===== src/rtl/mm_pkg.sv =====
// mm_pkg: shared types and helpers for the systolic-array sequencer.
//   mm_state_e - sequencer states (idle, load, feed, drain, done)
//   mm_cnt_w   - beat-counter width, $clog2(2N)
//   mm_idx     - flat row-major element index (row*n + col)
package mm_pkg;

  typedef enum logic [2:0] {
    StIdle,
    StLoad,
    StFeed,
    StDrain,
    StDone
  } mm_state_e;

  // Beat counter must hold 0 .. 2N-2.
  function automatic int unsigned mm_cnt_w(input int unsigned n);
    return $clog2(2 * n);
  endfunction

  function automatic int mm_idx(input int row, input int col, input int n);
    return row * n + col;
  endfunction

endpackage


===== src/rtl/mm_skew_mux.sv =====
// mm_skew_mux: combinational skew selector for the array edges.
//   t      in  beat index within FEED
//   a_mat  in  latched A, element A[i][k] at (i*N+k)*WIDTH
//   b_mat  in  latched B, element B[k][j] at (k*N+j)*WIDTH
//   a_edge out lane i = A[i][t-i] when 0 <= t-i < N, else 0
//   b_edge out lane j = B[t-j][j] when 0 <= t-j < N, else 0
module mm_skew_mux
  import mm_pkg::*;
#(
  parameter int unsigned N     = 4,
  parameter int unsigned WIDTH = 8,
  parameter int unsigned CntW  = 3
) (
  input  logic [CntW-1:0]        t,
  input  logic [N*N*WIDTH-1:0]   a_mat,
  input  logic [N*N*WIDTH-1:0]   b_mat,
  output logic [N*WIDTH-1:0]     a_edge,
  output logic [N*WIDTH-1:0]     b_edge
);

  always_comb begin
    int d;
    d      = 0;
    a_edge = '0;
    b_edge = '0;
    for (int i = 0; i < int'(N); i++) begin
      // Row i (and column i) lags the array corner by i beats.
      d = int'(t) - i;
      if (d >= 0 && d < int'(N)) begin
        a_edge[i*WIDTH +: WIDTH] = a_mat[mm_idx(i, d, int'(N))*WIDTH +: WIDTH];
        b_edge[i*WIDTH +: WIDTH] = b_mat[mm_idx(d, i, int'(N))*WIDTH +: WIDTH];
      end
    end
  end

endmodule


===== src/rtl/mm_array_ctrl.sv =====
// mm_array_ctrl: sequencer for an N x N systolic multiply array.
//   clk, rst_n   clock, async active-low reset
//   start        request a multiply (sampled only in idle)
//   a_mat, b_mat flat N*N signed operand matrices, latched on accept
//   a_edge       row-edge feed, lane i -> array row i
//   b_edge       column-edge feed, lane j -> array column j
//   array_rst    active-high PE reset (load cycle, and whenever rst_n=0)
//   capture      one-cycle strobe on the final drain cycle
//   busy         high from load through done
//   done         one-cycle completion pulse
module mm_array_ctrl
  import mm_pkg::*;
#(
  parameter int unsigned N         = 4,
  parameter int unsigned WIDTH     = 8,
  parameter int unsigned DRAIN_CYC = 4
) (
  input  logic                   clk,
  input  logic                   rst_n,
  input  logic                   start,
  input  logic [N*N*WIDTH-1:0]   a_mat,
  input  logic [N*N*WIDTH-1:0]   b_mat,
  output logic [N*WIDTH-1:0]     a_edge,
  output logic [N*WIDTH-1:0]     b_edge,
  output logic                   array_rst,
  output logic                   capture,
  output logic                   busy,
  output logic                   done
);

  localparam int unsigned CntW = mm_cnt_w(N);
  localparam int unsigned DrnW = (DRAIN_CYC > 1) ? $clog2(DRAIN_CYC) : 1;
  localparam logic [CntW-1:0] LastBeat  = CntW'(2 * N - 2);
  localparam logic [DrnW-1:0] LastDrain = DrnW'(DRAIN_CYC - 1);

  mm_state_e              state_q;
  logic [CntW-1:0]        t_q;
  logic [DrnW-1:0]        drn_q;
  logic [N*N*WIDTH-1:0]   a_q;
  logic [N*N*WIDTH-1:0]   b_q;
  logic [N*WIDTH-1:0]     a_mux;
  logic [N*WIDTH-1:0]     b_mux;

  always_ff @(posedge clk or negedge rst_n) begin
    if (!rst_n) begin
      state_q <= StIdle;
      t_q     <= '0;
      drn_q   <= '0;
      a_q     <= '0;
      b_q     <= '0;
    end else begin
      unique case (state_q)
        StIdle: begin
          if (start) begin
            a_q     <= a_mat;
            b_q     <= b_mat;
            state_q <= StLoad;
          end
        end
        StLoad: begin
          t_q     <= '0;
          drn_q   <= '0;
          state_q <= StFeed;
        end
        StFeed: begin
          if (t_q == LastBeat) begin
            state_q <= StDrain;
          end else begin
            t_q <= t_q + 1'b1;
          end
        end
        StDrain: begin
          if (drn_q == LastDrain) begin
            state_q <= StDone;
          end else begin
            drn_q <= drn_q + 1'b1;
          end
        end
        StDone:  state_q <= StIdle;
        default: state_q <= StIdle;
      endcase
    end
  end

  mm_skew_mux #(
    .N    (N),
    .WIDTH(WIDTH),
    .CntW (CntW)
  ) u_skew_mux (
    .t     (t_q),
    .a_mat (a_q),
    .b_mat (b_q),
    .a_edge(a_mux),
    .b_edge(b_mux)
  );

  // Outputs depend only on registered state/counters; rst_n overrides array_rst
  // so the PEs clear together with the controller.
  assign a_edge    = (state_q == StFeed) ? a_mux : '0;
  assign b_edge    = (state_q == StFeed) ? b_mux : '0;
  assign array_rst = ~rst_n | (state_q == StLoad);
  assign capture   = (state_q == StDrain) && (drn_q == LastDrain);
  assign busy      = (state_q != StIdle);
  assign done      = (state_q == StDone);

endmodule


===== config.mk =====
export PLATFORM = sky130hd
export DESIGN_NAME = mm_array_ctrl
export DESIGN_NICKNAME = d
export VERILOG_FILES = /design/src/rtl/mm_pkg.sv /design/src/rtl/mm_skew_mux.sv /design/src/rtl/mm_array_ctrl.sv
export SDC_FILE = /design/constraint.sdc
export NUM_CORES = 1
export LEC_CHECK = 0
export ABC_AREA = 1
export CORE_MARGIN = 3
export CORE_UTILIZATION = 50
export DETAILED_ROUTE_END_ITERATION = 10
export PLACE_DENSITY = 0.8
export SETUP_SLACK_MARGIN = 0.3
export SLEW_MARGIN = 20
export SYNTH_ARGS = -nofsm -noshare
export SYNTH_HDL_FRONTEND = slang
export SYNTH_SLANG_ARGS = --single-unit
export TNS_END_PERCENT = 1

===== constraint.sdc =====
create_clock -name clk -period 5.3 [get_ports clk]
set_input_delay 0.53 -clock clk [delete_from_list [all_inputs] [get_ports clk]]
set_output_delay 0.53 -clock clk [all_outputs]
set_load 0.03 [all_outputs]

# Word-level counts from Yosys, hierarchy flattened
# Cells that the tools add are included.
dict set report word_totals {
  ff_bits 264
  input_bits 259
}
dict set report op_classes {
  n_addsub 11
  n_lt_le_gt_ge 8
  n_eq_ne 11
  shift 8
  mux 18
  bitwise 2
  reduce_logical 13
}
# cell count
set ops {}
lappend ops {{$shiftx A128 B33 Y8} 6}
lappend ops {{$shiftx A128 B7 Y8} 1}
lappend ops {{$shiftx A128 B9 Y8} 1}
lappend ops {{$mux W32} 2}
lappend ops {{$mux W8} 8}
lappend ops {{$add A6 B3 Y7 const B} 2}
lappend ops {{$add A5 B4 Y6 const A} 2}
lappend ops {{$ge A4 B1 Y1 const B} 3}
lappend ops {{$lt A4 B4 Y1 const B} 3}
lappend ops {{$mux W3} 4}
lappend ops {{$pmux W3 S4} 1}
lappend ops {{$ne A2 B2 Y1 const B} 5}
lappend ops {{$sub A3 B2 Y4 const B} 2}
lappend ops {{$add A6 B2 Y7 const B} 1}
lappend ops {{$eq A3 B2 Y1 const B} 2}
lappend ops {{$eq A3 B3 Y1 const B} 2}
lappend ops {{$pmux W3 S2} 1}
lappend ops {{$reduce_and A2 Y1} 3}
lappend ops {{$add A4 B4 Y5 const A} 1}
lappend ops {{$logic_and A1 B1 Y1} 5}
lappend ops {{$pmux W2 S2} 1}
lappend ops {{$reduce_bool A2 Y1} 2}
lappend ops {{$sub A3 B1 Y4 const B} 1}
lappend ops {{$add A3 B1 Y3 const B} 1}
lappend ops {{11 further kinds} 11}

# Longest topological paths before layout
dict set report logic_depth {
  ltp_word 5
  depth_mapped 16
  mapped_depth_nobuf 10
}

# Hierarchy
# Synthesis repeated with hierarchy kept, for this count alone.
dict set report unflattened {
  cells_unflattened 2160
  area_unflattened_um2 16113.0
}
# mod instances cells_each area_per_inst_um2
set by_module_without_submodules {}
lappend by_module_without_submodules {mm_array_ctrl 1 1266 12016.5}
lappend by_module_without_submodules {mm_skew_mux 1 894 4096.4}

# Worst setup path after synthesis
# OpenSTA, ideal clock, no wires.
dict set report synth_timing {
  path_type {flip-flop to output port}
  start {register t_q[0]}
  end {output a_edge[12]}
  t_arrival_ns 2.847
  setup_slack_ns 1.923
  stages_incl_launch_ff 17
  path_cell_list {dfrtp_1 buf_2 inv_2 buf_6 buf_4 buf_2 ha_1 inv_1 nand2_1 nand2_1 buf_2 ha_1 clkbuf_1 inv_1 nand2_1 nor2_1 nor2_1}
}
dict set report synth_between {
  elab_chain_len 5
  word_cells_on_any_way 8
  cone_classes {add/sub: 2; order compare: 2; shift: 1; mux: 2; reduce/logical: 1}
}
# element line
set synth_lines {}
lappend synth_lines {{from (decl)} mm_array_ctrl.sv:37} ;# logic [CntW-1:0] t_q;
lappend synth_lines {{from (signal assigned)} mm_array_ctrl.sv:69} ;# t_q <= t_q + 1'b1;
lappend synth_lines {{$sub A3 B1 Y4 (*)} mm_skew_mux.sv:28} ;# d = int'(t) - i;
lappend synth_lines {{$add A4 B4 Y5 (tied with other cells)} mm_pkg.sv:21} ;# return row * n + col;
lappend synth_lines {{$shiftx A128 B33 Y8 / $logic_and A1 B1 Y1 (equally long branches)} {mm_skew_mux.sv:30, mm_skew_mux.sv:29}}
lappend synth_lines {{$mux W8 (*)} mm_skew_mux.sv:29} ;# if (d >= 0 && d < int'(N)) begin
lappend synth_lines {{$mux W32 (*)} mm_array_ctrl.sv:99} ;# assign a_edge = (state_q == StFeed) ? a_mux : '0;
lappend synth_lines {{to (decl)} mm_array_ctrl.sv:23} ;# output logic [N*WIDTH-1:0] a_edge,
# Mark *: on every way between the ends. The rest lies on a longest branch, timed or not.

# Final worst setup path
dict set report layout_timing {
  start {register t_q[1]}
  end {output b_edge[9]}
}
dict set report layout_between {
  elab_chain_len 5
  word_cells_on_any_way 8
  cone_classes {add/sub: 2; order compare: 2; shift: 1; mux: 2; reduce/logical: 1}
}
# element line
set layout_lines {}
lappend layout_lines {{$sub A3 B1 Y4 (*)} mm_skew_mux.sv:28}
lappend layout_lines {{$add A6 B2 Y7 (tied with other cells)} mm_pkg.sv:21}
lappend layout_lines {{$shiftx A128 B33 Y8 / $logic_and A1 B1 Y1 (equally long branches)} {mm_skew_mux.sv:31, mm_skew_mux.sv:29}}
lappend layout_lines {{$mux W8 (*)} mm_skew_mux.sv:29}
lappend layout_lines {{$mux W32 (*)} mm_array_ctrl.sv:100} ;# assign b_edge = (state_q == StFeed) ? b_mux : '0;
lappend layout_lines {{to (decl)} mm_array_ctrl.sv:24} ;# output logic [N*WIDTH-1:0] b_edge,
# Marked as above.

==> results_dict.tcl <==
set metrics [dict create \
    outcome "finished, final reports clean" \
    timing.setup.critical_path_class "reg -> out" \
    rsz0062_at_grt "no" \
    detailedPlacementHpwl_microns 30200 \
    synth-warning-count 0 \
    cp_data_required_time_ns 4.77 \
    post_drt_via_cell_ratio 5.52 \
    post-route-period-util_pct 89.7 \
    place_area_sq_mm 0.0173 \
    antenna_found_initial 0 \
    worst_ep_arrival_time_ns 4.22 \
    via_count_of_the_first_global_routing_pass 12200 \
    core_region_area_sq_mm 0.0273 \
    max-cap-violations 0 \
    timing_max_transition_violations_final 0 \
    r2r_setup_slack_ns 2.54 \
    setup_total_negative_slack_ns 0 \
    critical_path.most_common_cell "sky130_fd_sc_hd__nand2_1" \
    seqCellArea_sq_mm 0.00661 \
    slowest_delay_ns 0.71 \
    ctsHtreeMaxLevel 1 \
    route.met3.wl_microns 4040 \
    drcViolationCount 0 \
    worst_setup_hold_path_clk_slew_ns 0.06 \
    numPortBuffers 326 \
    die_area_sq_mm 0.0300 \
    timing.rr.end "t_q[2]" \
    final_net_count 2055 \
    worstHoldPathType "reg -> reg" \
    hold_path_end "b_q[90]" \
    placementRows 60 \
    yosysSeqAreaShare_pct 47.2 \
    antenna_viol_nets_final 0 \
    cts_buffers 28 \
    leading_cell_type_in_the_layout_fill_and_taps_excluded "sky130_fd_sc_hd__clkdlybuf4s50_1" \
    wire_per_inst_microns 19.7 \
    multi_input_gate_area_in_the_final_layout_sq_mm 0.00669 \
    clock_tree_from_tritoncts "built" \
    insertion_delay_to_the_later_sink_of_the_worst_skew_pair_ns 0.55 \
    timing.final.hold_violations 0 \
    count_of_mapped_cells_out_of_synthesis 1515 \
    pwr_density_cell_mw_per_mm2 616 \
    startpoint_type "register" \
    clock_tree.buffer_depth 3 \
    vdd_ir_drop_max_mv 0.471 \
    start_util_pct 51.3 \
    drt_first_pass_iters 9 \
    ys_ff_latch 264 \
    final-setup-viol-count 0 \
    reg2regPathDepth 8 \
    crit_path_cell_trace "inv_1 > ha_2 > nand2_1 > nand2_1 > ha_1 > nand4_1 > a21oi_1 > clkdlybuf4s50_1" \
    timing.clock.skew_ns 0.00687 \
    syn-num-nets 1785 \
    count_of_cell_types_in_the_netlist 25 \
    grt_pass1_wl_microns 67000 \
    drt-initial-drc-count 1078 \
    grt_start_max_net_pins 187 \
    mostFrequentLayoutCells "sky130_fd_sc_hd__clkdlybuf4s50_1 (297), sky130_fd_sc_hd__nand2_1 (280), sky130_fd_sc_hd__dfrtp_1 (262)" \
    area_delta_synth_final_pct 30.6 \
    max_freq_mhz 210 \
    numClockSinks 264 \
    post-route-min-period_ns 4.75 \
    hp-start "b_q[90]" \
    global_route.overflow_total 0 \
    final.fill_count 2129 \
    critPathMaxFanout 20 \
    die_height_microns 173 \
    netlist_area_sq_mm 0.0140 \
    io-pin-count 327 \
    layout-drive-gt1-share_pct 7.47 \
    root_buffer "sky130_fd_sc_hd__clkbuf_16" \
    wl_met2_microns 20200 \
    timing.critical_path.to_type "output port" \
    relSlewSlack_pct 31.0 \
    n_antenna_cell 0 \
    largest_delay_contributor_family_on_the_critical_path "buffers and inverters" \
    track_usage_pct 27.9 \
    crit_path_top_delay_cell "sky130_fd_sc_hd__clkdlybuf4s50_1" \
    r2r_start "t_q[0]" \
    die_boundary_width_microns 173 \
    highest-signal-layer "met4" \
    met1_length_microns 16900 \
    routed-via-count 12000 \
    worst_hold_path.num_cells 1 \
    place.gp.congestion 0.931 \
    avgSynthCellArea_sq_um 9.23 \
    bufs_and_invs_on_worst_path 2 \
    drt-total-wl_microns 42900 \
    layout.cell_area.non_filler_sq_mm 0.0183 \
    power_leakage_nw 8.04 \
    worst_slew_pin_slew_ns 1.04 \
]
-- power by group --
part / total [mW] / switching (mW) / internal (mW)
registers: 3.72 / 0.661 / 3.06
logic: 5.50 / 3.38 / 2.12
clock network: 2.03 / 0.808 / 1.22
total: 11.2 / 4.85 / 6.40
-- final cells by class --
type                       instances  share of cell area, %
timing repair buffer             338                   18.8
tap                              372                   2.55
clock buffer                      44                   4.77
clock inverter                     8                  0.555
inverter                          26                  0.548
multi-input combinational       1127                   36.6
sequential                       264                   36.2
-- through the flow --
| step | hold WS, ns | std cells | util, % | power [mW] | worst slack, ns |
|---|---|---|---|---|---|
| final | 0.486 | 2179 | 67.0 | 11.2 | 0.547 |
| after global routing | 0.506 | 2179 | 67.0 | 12.1 | 0.316 |
| after floorplan | 0.234 | 1515 | - | 7.54 | 1.92 |
| after global placement | 0.468 | 2126 | 63.4 | 8.97 | 1.27 |
| after CTS | 0.489 | 2179 | 67.0 | 11.3 | 0.504 |
| after detailed placement | 0.476 | 2126 | 63.4 | 9.15 | 1.11 |
-- state kept, by name (all words and copies together) (netlist names) --
name,cells
state_q,3
drn_q,2
t_q,3
b_q,128
a_q,128
-- kinds of logic after synthesis --
| kind of cell | count (synthesis) | synth area share, % |
|---|---|---|
| and+or+nand+nor | 717 | 21.3 |
| DFF | 264 | 47.2 |
| muxes | 248 | 20.0 |
| AOI/OAI and AO/OA | 151 | 5.48 |
| buffers and inverters | 124 | 5.04 |
| adders and majority gates | 11 | 0.984 |
-- cells in the mapped netlist --
library cell,n,share of area [%]
sky130_fd_sc_hd__nand3_2,1,0.072
sky130_fd_sc_hd__mux2_1,216,17
sky130_fd_sc_hd__nand3_1,183,6.5
sky130_fd_sc_hd__o21ai_0,101,3.6
sky130_fd_sc_hd__inv_2,7,0.19
sky130_fd_sc_hd__nor3_1,9,0.32
sky130_fd_sc_hd__o22ai_1,9,0.40
sky130_fd_sc_hd__dfrtp_1,264,47
sky130_fd_sc_hd__buf_6,22,1.8
sky130_fd_sc_hd__a21oi_1,41,1.5
sky130_fd_sc_hd__ha_1,11,0.98
sky130_fd_sc_hd__nand2_2,1,0.045
sky130_fd_sc_hd__nor3_4,1,0.12
sky130_fd_sc_hd__nand4_1,1,0.045
sky130_fd_sc_hd__mux2_2,32,2.6
sky130_fd_sc_hd__buf_4,9,0.48
sky130_fd_sc_hd__nand2_1,280,7.5
sky130_fd_sc_hd__nor2_1,238,6.4
sky130_fd_sc_hd__buf_1,9,0.24
sky130_fd_sc_hd__or2_2,1,0.045
sky130_fd_sc_hd__inv_1,19,0.51
sky130_fd_sc_hd__buf_2,33,1.2
sky130_fd_sc_hd__clkbuf_1,25,0.67
sky130_fd_sc_hd__nor2_4,1,0.080
sky130_fd_sc_hd__nor2_8,1,0.14
-- how the worst max path moves through the flow --
stage / from / to / slack (ns) / cells after the start
after floorplan: t_q[0] / a_edge[12] / 1.92 / 16
after global placement: t_q[1] / b_edge[13] / 1.27 / 8
after detailed placement: t_q[0] / b_edge[25] / 1.11 / 8
after CTS: t_q[0] / b_edge[25] / 0.50 / 8
after global routing: t_q[1] / b_edge[13] / 0.32 / 8
final: t_q[1] / b_edge[9] / 0.55 / 8
-- timing repair --
item	4_1_cts	5_1_grt
endpoints found under the setup margin	0	1
setup buffers	0	0
endpoints found under the hold margin	50	0
resized for setup	0	1
hold buffers	1	0
-- per-layer routing --
layer | track usage, % | up-vias
met5 | 0 | -
met4 | 9.46 | 0
met3 | 8.28 | 104
met2 | 46.2 | 560
met1 | 34.9 | 5723
li1 | - | 5650
-- worst register-to-register path, cell delays in order (launching register included) --
cell and delay (ns):
sky130_fd_sc_hd__dfrtp_4 0.49, sky130_fd_sc_hd__inv_4 0.43, sky130_fd_sc_hd__buf_4 0.90, sky130_fd_sc_hd__ha_1 0.28, sky130_fd_sc_hd__nand2_1 0.05, sky130_fd_sc_hd__nand2_1 0.18
sky130_fd_sc_hd__nand2_1 0.13, sky130_fd_sc_hd__nand2_1 0.07, sky130_fd_sc_hd__o21ai_0 0.08
(Power assumes the default switching activity.)
